<file path="config.mk">
export PLATFORM = sky130hd
export DESIGN_NAME = head_sram_wr_ctrl
export DESIGN_NICKNAME = d
export VERILOG_FILES = /design/src/rtl/head_sram_wr_ctrl.sv
export SDC_FILE = /design/constraint.sdc
export NUM_CORES = 1
export LEC_CHECK = 0
export ABC_CLOCK_PERIOD_IN_PS = 4200
export CORE_UTILIZATION = 50
export CTS_CLUSTER_SIZE = 12
export DETAILED_ROUTE_END_ITERATION = 8
export GPL_ROUTABILITY_DRIVEN = 1
export GPL_TIMING_DRIVEN = 0
export PLACE_DENSITY = 0.73
export RECOVER_POWER = 25
export SYNTH_ARGS = -nofsm -noshare
export SYNTH_HDL_FRONTEND = slang
export SYNTH_SLANG_ARGS = --single-unit
</file>
<file path="constraint.sdc">
create_clock -name clk -period 4.2 [get_ports clk]
set_input_delay 1.05 -clock clk [delete_from_list [all_inputs] [get_ports clk]]
set_output_delay 1.05 -clock clk [all_outputs]
set_load 0.03 [all_outputs]
</file>
<file path="src/rtl/head_sram_wr_ctrl.sv">
// head_sram_wr_ctrl: write-side packer for the head SRAM.
// Collects the per-element result stream of the head datapath, packs
// MAC_MULT_NUM elements per SRAM word (lane 0 in the LSBs) and drives the
// head SRAM write port. It pulses finish once the element count for the
// current layer phase has been written.
// Optional build macro HEAD_SRAM_WR_CHK_EN enables the sticky protocol
// error flag err. Without it, err is tied low.

package head_sram_wr_pkg;

  typedef enum logic [3:0] {
    IDLE_STATE   = 4'd0,
    Q_GEN_STATE  = 4'd1,
    K_GEN_STATE  = 4'd2,
    V_GEN_STATE  = 4'd3,
    ATT_QK_STATE = 4'd4,
    ATT_PV_STATE = 4'd5,
    PROJ_STATE   = 4'd6,
    FFN0_STATE   = 4'd7,
    FFN1_STATE   = 4'd8
  } CONTROL_STATE;

  typedef struct packed {
    logic [15:0] max_context_length;
    logic [7:0]  qkv_weight_cols_per_core;
  } MODEL_CONFIG;

  typedef struct packed {
    logic        user_kv_cache_not_full;
    logic [15:0] user_token_cnt;
  } USER_CONFIG;

endpackage

module head_sram_wr_ctrl
  import head_sram_wr_pkg::*;
#(
  parameter int MAC_MULT_NUM    = 16,
  parameter int HEAD_SRAM_DEPTH = 64,
  parameter int HEAD_CORE_NUM   = 8,
  parameter int DATA_W          = 8,
  parameter int ADDR_W          = $clog2(MAC_MULT_NUM) + $clog2(HEAD_SRAM_DEPTH)
) (
  input  logic                           clk,
  input  logic                           rst_n,
  input  CONTROL_STATE                   control_state,
  input  logic                           control_state_update,
  input  logic                           model_cfg_vld,
  input  MODEL_CONFIG                    model_cfg,
  input  logic                           usr_cfg_vld,
  input  USER_CONFIG                     usr_cfg,
  input  logic                           start,
  input  logic                           in_vld,
  input  logic [DATA_W-1:0]              in_data,
  output logic                           in_rdy,
  output logic                           head_sram_wen,
  output logic [ADDR_W-1:0]              head_sram_waddr,
  output logic [MAC_MULT_NUM*DATA_W-1:0] head_sram_wdata,
  output logic                           finish,
  output logic                           err
);

  localparam int LANE_W = $clog2(MAC_MULT_NUM);
  // One extra bit so element and word counters cannot wrap at full depth.
  localparam int CNT_W  = ADDR_W + 1;
  localparam int WORD_W = MAC_MULT_NUM * DATA_W;

  typedef enum logic [1:0] {IDLE, BUSY, DONE} state_e;

  state_e             state_q;
  CONTROL_STATE       control_state_reg;
  MODEL_CONFIG        model_cfg_reg;
  USER_CONFIG         usr_cfg_reg;
  logic               start_reg;
  logic [CNT_W-1:0]   n_q;
  logic [LANE_W-1:0]  lane_cnt;
  logic [CNT_W-1:0]   elem_cnt;
  logic [CNT_W-1:0]   word_cnt;
  logic [WORD_W-1:0]  pack_buf;

  logic [CNT_W-1:0]   hd;
  logic [CNT_W-1:0]   n_target;
  logic [WORD_W-1:0]  buf_next;
  logic               accept;
  logic               last_elem;
  logic               emit;
  logic               word_blocked;

  assign accept    = (state_q == BUSY) && in_vld && in_rdy;
  assign last_elem = (elem_cnt == n_q - CNT_W'(1));
  assign emit      = (lane_cnt == LANE_W'(MAC_MULT_NUM - 1)) || last_elem;

  // Element target for the phase held in the registered control state.
  always_comb begin
    // NOTE: every always_comb output gets a default first so no path leaves it unassigned (no latch).
    hd       = CNT_W'(32'(model_cfg_reg.qkv_weight_cols_per_core) * HEAD_CORE_NUM);
    n_target = '0;
    case (control_state_reg)
      Q_GEN_STATE, K_GEN_STATE, V_GEN_STATE, ATT_PV_STATE, PROJ_STATE:
        n_target = hd;
      ATT_QK_STATE:
        n_target = usr_cfg_reg.user_kv_cache_not_full
                 ? CNT_W'(usr_cfg_reg.user_token_cnt) + CNT_W'(1)
                 : CNT_W'(model_cfg_reg.max_context_length);
      FFN0_STATE:
        n_target = CNT_W'(32'(model_cfg_reg.qkv_weight_cols_per_core) * HEAD_CORE_NUM * 4);
      default:
        n_target = '0;
    endcase
  end

  // Pack buffer with the incoming element dropped into the current lane.
  always_comb begin
    buf_next = pack_buf;
    buf_next[lane_cnt*DATA_W +: DATA_W] = in_data;
  end

`ifdef HEAD_SRAM_WR_CHK_EN
  localparam int WORD_LIMIT = HEAD_SRAM_DEPTH * MAC_MULT_NUM;
  assign word_blocked = (word_cnt == CNT_W'(WORD_LIMIT));

  // Sticky protocol error, cleared only by reset.
  always_ff @(posedge clk) begin
    if (!rst_n) begin
      err <= 1'b0;
    end else if ((in_vld && state_q != BUSY) ||
                 (start_reg && state_q == BUSY) ||
                 word_blocked) begin
      err <= 1'b1;
    end
  end
`else
  assign word_blocked = 1'b0;
  assign err          = 1'b0;
`endif

  // Config capture, job FSM, lane packing and write-port outputs.
  always_ff @(posedge clk) begin
    if (!rst_n) begin
      // NOTE: the pack buffer is plain flops, not a RAM, so clearing it on reset costs nothing and keeps wdata defined.
      state_q           <= IDLE;
      control_state_reg <= IDLE_STATE;
      model_cfg_reg     <= '0;
      usr_cfg_reg       <= '0;
      start_reg         <= 1'b0;
      n_q               <= '0;
      lane_cnt          <= '0;
      elem_cnt          <= '0;
      word_cnt          <= '0;
      pack_buf          <= '0;
      in_rdy            <= 1'b0;
      head_sram_wen     <= 1'b0;
      head_sram_waddr   <= '0;
      head_sram_wdata   <= '0;
      finish            <= 1'b0;
    end else begin
      head_sram_wen <= 1'b0;
      finish        <= 1'b0;
      start_reg     <= start;
      if (control_state_update) control_state_reg <= control_state;
      if (model_cfg_vld)        model_cfg_reg     <= model_cfg;
      if (usr_cfg_vld)          usr_cfg_reg       <= usr_cfg;

      if (start_reg) begin
        // A start in any state launches a fresh job and drops any partial word.
        n_q      <= n_target;
        lane_cnt <= '0;
        elem_cnt <= '0;
        word_cnt <= '0;
        pack_buf <= '0;
        if (n_target != '0) begin
          state_q <= BUSY;
          in_rdy  <= 1'b1;
        end else begin
          state_q <= DONE;
          in_rdy  <= 1'b0;
        end
      end else begin
        case (state_q)
          BUSY: begin
            if (accept) begin
              elem_cnt <= elem_cnt + CNT_W'(1);
              if (emit) begin
                if (!word_blocked) begin
                  head_sram_wen   <= 1'b1;
                  head_sram_waddr <= word_cnt[ADDR_W-1:0];
                  head_sram_wdata <= buf_next;
                end
                lane_cnt <= '0;
                word_cnt <= word_cnt + CNT_W'(1);
                pack_buf <= '0;
                if (last_elem) begin
                  state_q <= DONE;
                  in_rdy  <= 1'b0;
                end
              end else begin
                lane_cnt <= lane_cnt + LANE_W'(1);
                pack_buf <= buf_next;
              end
            end
          end
          DONE: begin
            finish  <= 1'b1;
            state_q <= IDLE;
          end
          default: ;
        endcase
      end
    end
  end

endmodule

</file>
==> out/qor.yml <==
hold_viol_final: 0
dr.first_iter.drc_count: 2063
grtUsageMet1: 0.4309
worstMarginPinSlew_ns: 1.287
synthFlopType: "dfxtp_1"
syn-num-nets: 2025
cap_violations: 0
via_per_inst: 6.241
clock_sinks: 343
insertion_delay_ns: 0.53
async_flop_share: 0
rsz0062_at_grt: "false"
portBuffers: 186
yosysMostFrequentCell: "dfxtp_1"
crit_arrival_ns: 4.36
multiInputGateArea_sq_mm: 0.008522
finalCritPeriodShare: 0.9259
syn_avg_cell_area_sq_um: 8.325
setup_viol: 0
skew_ns: 0.01646
critical_path_class: "register to register"
grtUsageMet2: 0.5296
yosys_warnings: 0
r2r_cells: 12
cp-end-kind: "register"
cts_tree: "yes"
syn_to_final_growth_pct: 22.78
drc: 0
synth_cells: 1958
grt_pass1_vias: 15253
fin_cells: 2647
grt_use_total: 0.3264
fin_crit_ns: 3.889
antenna_found_initial: 1
grt_max_degree: 13
total_power_mw: 7.144
routed_wl_mm: 55.32
synth_edf_count: 0
start_kind: "register"
post_cts_buffers: 0
slew_headroom: 0.1299
r2r_slack_ns: 0.31
num_rows: 65
fmax_mhz: 257.1
cellPowerDensity_mw_per_mm2: 357.0
grt_overflow_total: 0
regArea_sq_mm: 0.006867
first_pass_iters: 7
antenna_cells: 0
synth_top_cells_by_count: "dfxtp_1, nor2_1, nand2_1, nand3_1, clkbuf_1"
worstPathCellList: "inv_1 > ha_1 > or3b_1 > clkbuf_1 > o31a_1 > o211a_1 > o31a_2 > o21ai_2 > clkbuf_1 > clkbuf_1 > o21ai_0 > nand2_1"
ys_top_cells_by_area: "dfxtp_1, mux2i_1, nand3_1, nor2_1, nand2_1"
crit_fanout: 10
drive_above_1_share: 0.06465
cts-hold-fix-buffers: 0
ios: 202
vias: 16521
cts_buffer_depth: 3
status: "completed"
holdPathStages: 2
peakVddDrop_mv: 0.2754
r2r-end: "pack_buf[119]"
nets: 2251
yosysSeqAreaShare: 0.4213
cp_slowest_stage_delay_ns: 0.53
synth-seq-cells: 343
gp_congestion: 0.9897
required_ns: 4.67
dp_hpwl_mm: 39.44
grt_pass1_wl_mm: 85.61
slew_violations: 0
grt.busiest_layer: "met2"
core-area_sq_mm: 0.03180
timing.rr.start: "n_q[0]"
gr-usage-met3: 0.05009
cts_buffers: 38
p_leak_nw: 8.047
min-delay-start: "pack_buf[70]"
finalSetupTns_ns: 0
final_antenna_net_count: 0
wl_per_cell_microns: 20.90
fillers: 2796
die_h_microns: 182.6
synth_top_area_frac: 0.4213
initial_core_util: 0.5126
syn_area_sq_mm: 0.01630
htree_levels: 2
fin_hold_ws_ns: 0.4533
dp_cells: 2579
whs_endpoint: "pack_buf[70]"
yosys.area.top_type: "dfxtp_1"
hp-class: "register to register"
crit_slowest_cell: "clkbuf_1"
clk_pin_slew_worst_paths_ns: 0.06
root_buffer: "clkbuf_16"
die_x_microns: 182.6
cts_resized: 0
synthDistinctLibCells: 63
path_common_cell: "clkbuf_1"
die_area_sq_mm: 0.03332
## how the worst max path moves through the flow
stage | depth (start not counted) | to | start
after floorplan | 12 | pack_buf[100] | n_q[0]
after global placement | 8 | pack_buf[20] | rst_n
after detailed placement | 8 | pack_buf[20] | rst_n
after CTS | 12 | pack_buf[100] | n_q[0]
after global routing | 12 | pack_buf[95] | n_q[0]
final | 12 | pack_buf[119] | n_q[0]
## power by group
group          leakage, nW  switching (mW)  internal, mW
combinational         4.64           0.244         0.118
sequential            2.77          0.0278          3.28
clock                0.640            1.36          2.11
## layout make-up
type / instances / share of cell area
multi-input cells: 1400 / 0.4258
flip-flops and latches: 343 / 0.3431
repair buffers: 186 / 0.09304
clock buffers: 63 / 0.06140
plain buffers: 199 / 0.04252
well taps: 435 / 0.02720
clock inverters: 5 / 0.003876
inverters: 16 / 0.003001
## worst max-delay path, delay by kind of cell (launching register included)
family,cells,cell delay [ns]
buf+inv,4,1.32
simple gates,2,0.45
compound gates,5,1.47
fa+ha+maj,1,0.24
flops,1,0.36
## routing by layer
metal	share of wire	wire (microns)
met4	0.043	2405
met2	0.46	25180
met5	0.00023	13
met3	0.092	5086
met1	0.41	22640
## logic make-up (layout without fill, tap and decap cells)
kind of cell             count (synthesis)  count (layout)  synth area share
buffers and inverters                  215             469           0.05588
multiplexers                            98              98           0.06018
AND/OR/NAND/NOR                        830             830            0.2406
AO/OA/AOI/OAI                          436             436            0.2006
other                                    1               1         0.0002301
flip-flops                             343             343            0.4213
adder cells (fa/ha/maj)                  7               7          0.005373
XOR/XNOR                                28              28           0.01589
## layout by cell type, fill, tap and decap left out, types with 10 or more instances in the layout
cell,instances
a211oi_1,51
a211oi_2,45
a21oi_1,69
and3_1,73
buf_1,13
buf_2,20
clkbuf_1,162
clkbuf_16,41
clkbuf_8,12
clkdlybuf4s50_1,67
dfxtp_1,343
dlygate4sd3_1,119
inv_1,15
mux2i_1,98
nand2_1,194
nand3_1,166
nand4_1,79
nor2_1,221
nor3_1,43
nor4_1,10
o211a_1,33
o211ai_1,38
o21ai_0,99
o311ai_0,52
o311ai_1,12
or3_1,10
xnor2_1,12
xor2_1,15
## stage by stage
step / utilization / setup WS, ns / cell area (sq um)
final: 0.6293 / 0.3111 / 20010
after global routing: 0.6293 / 0.09673 / 20010
after CTS: 0.6293 / 0.3991 / 20010
after detailed placement: 0.5882 / 0.3263 / 18710
after global placement: 0.5882 / 0.3586 / 18710
after floorplan: - / 1.216 / 16300
Note: power is estimated with default switching activity, not from simulation.
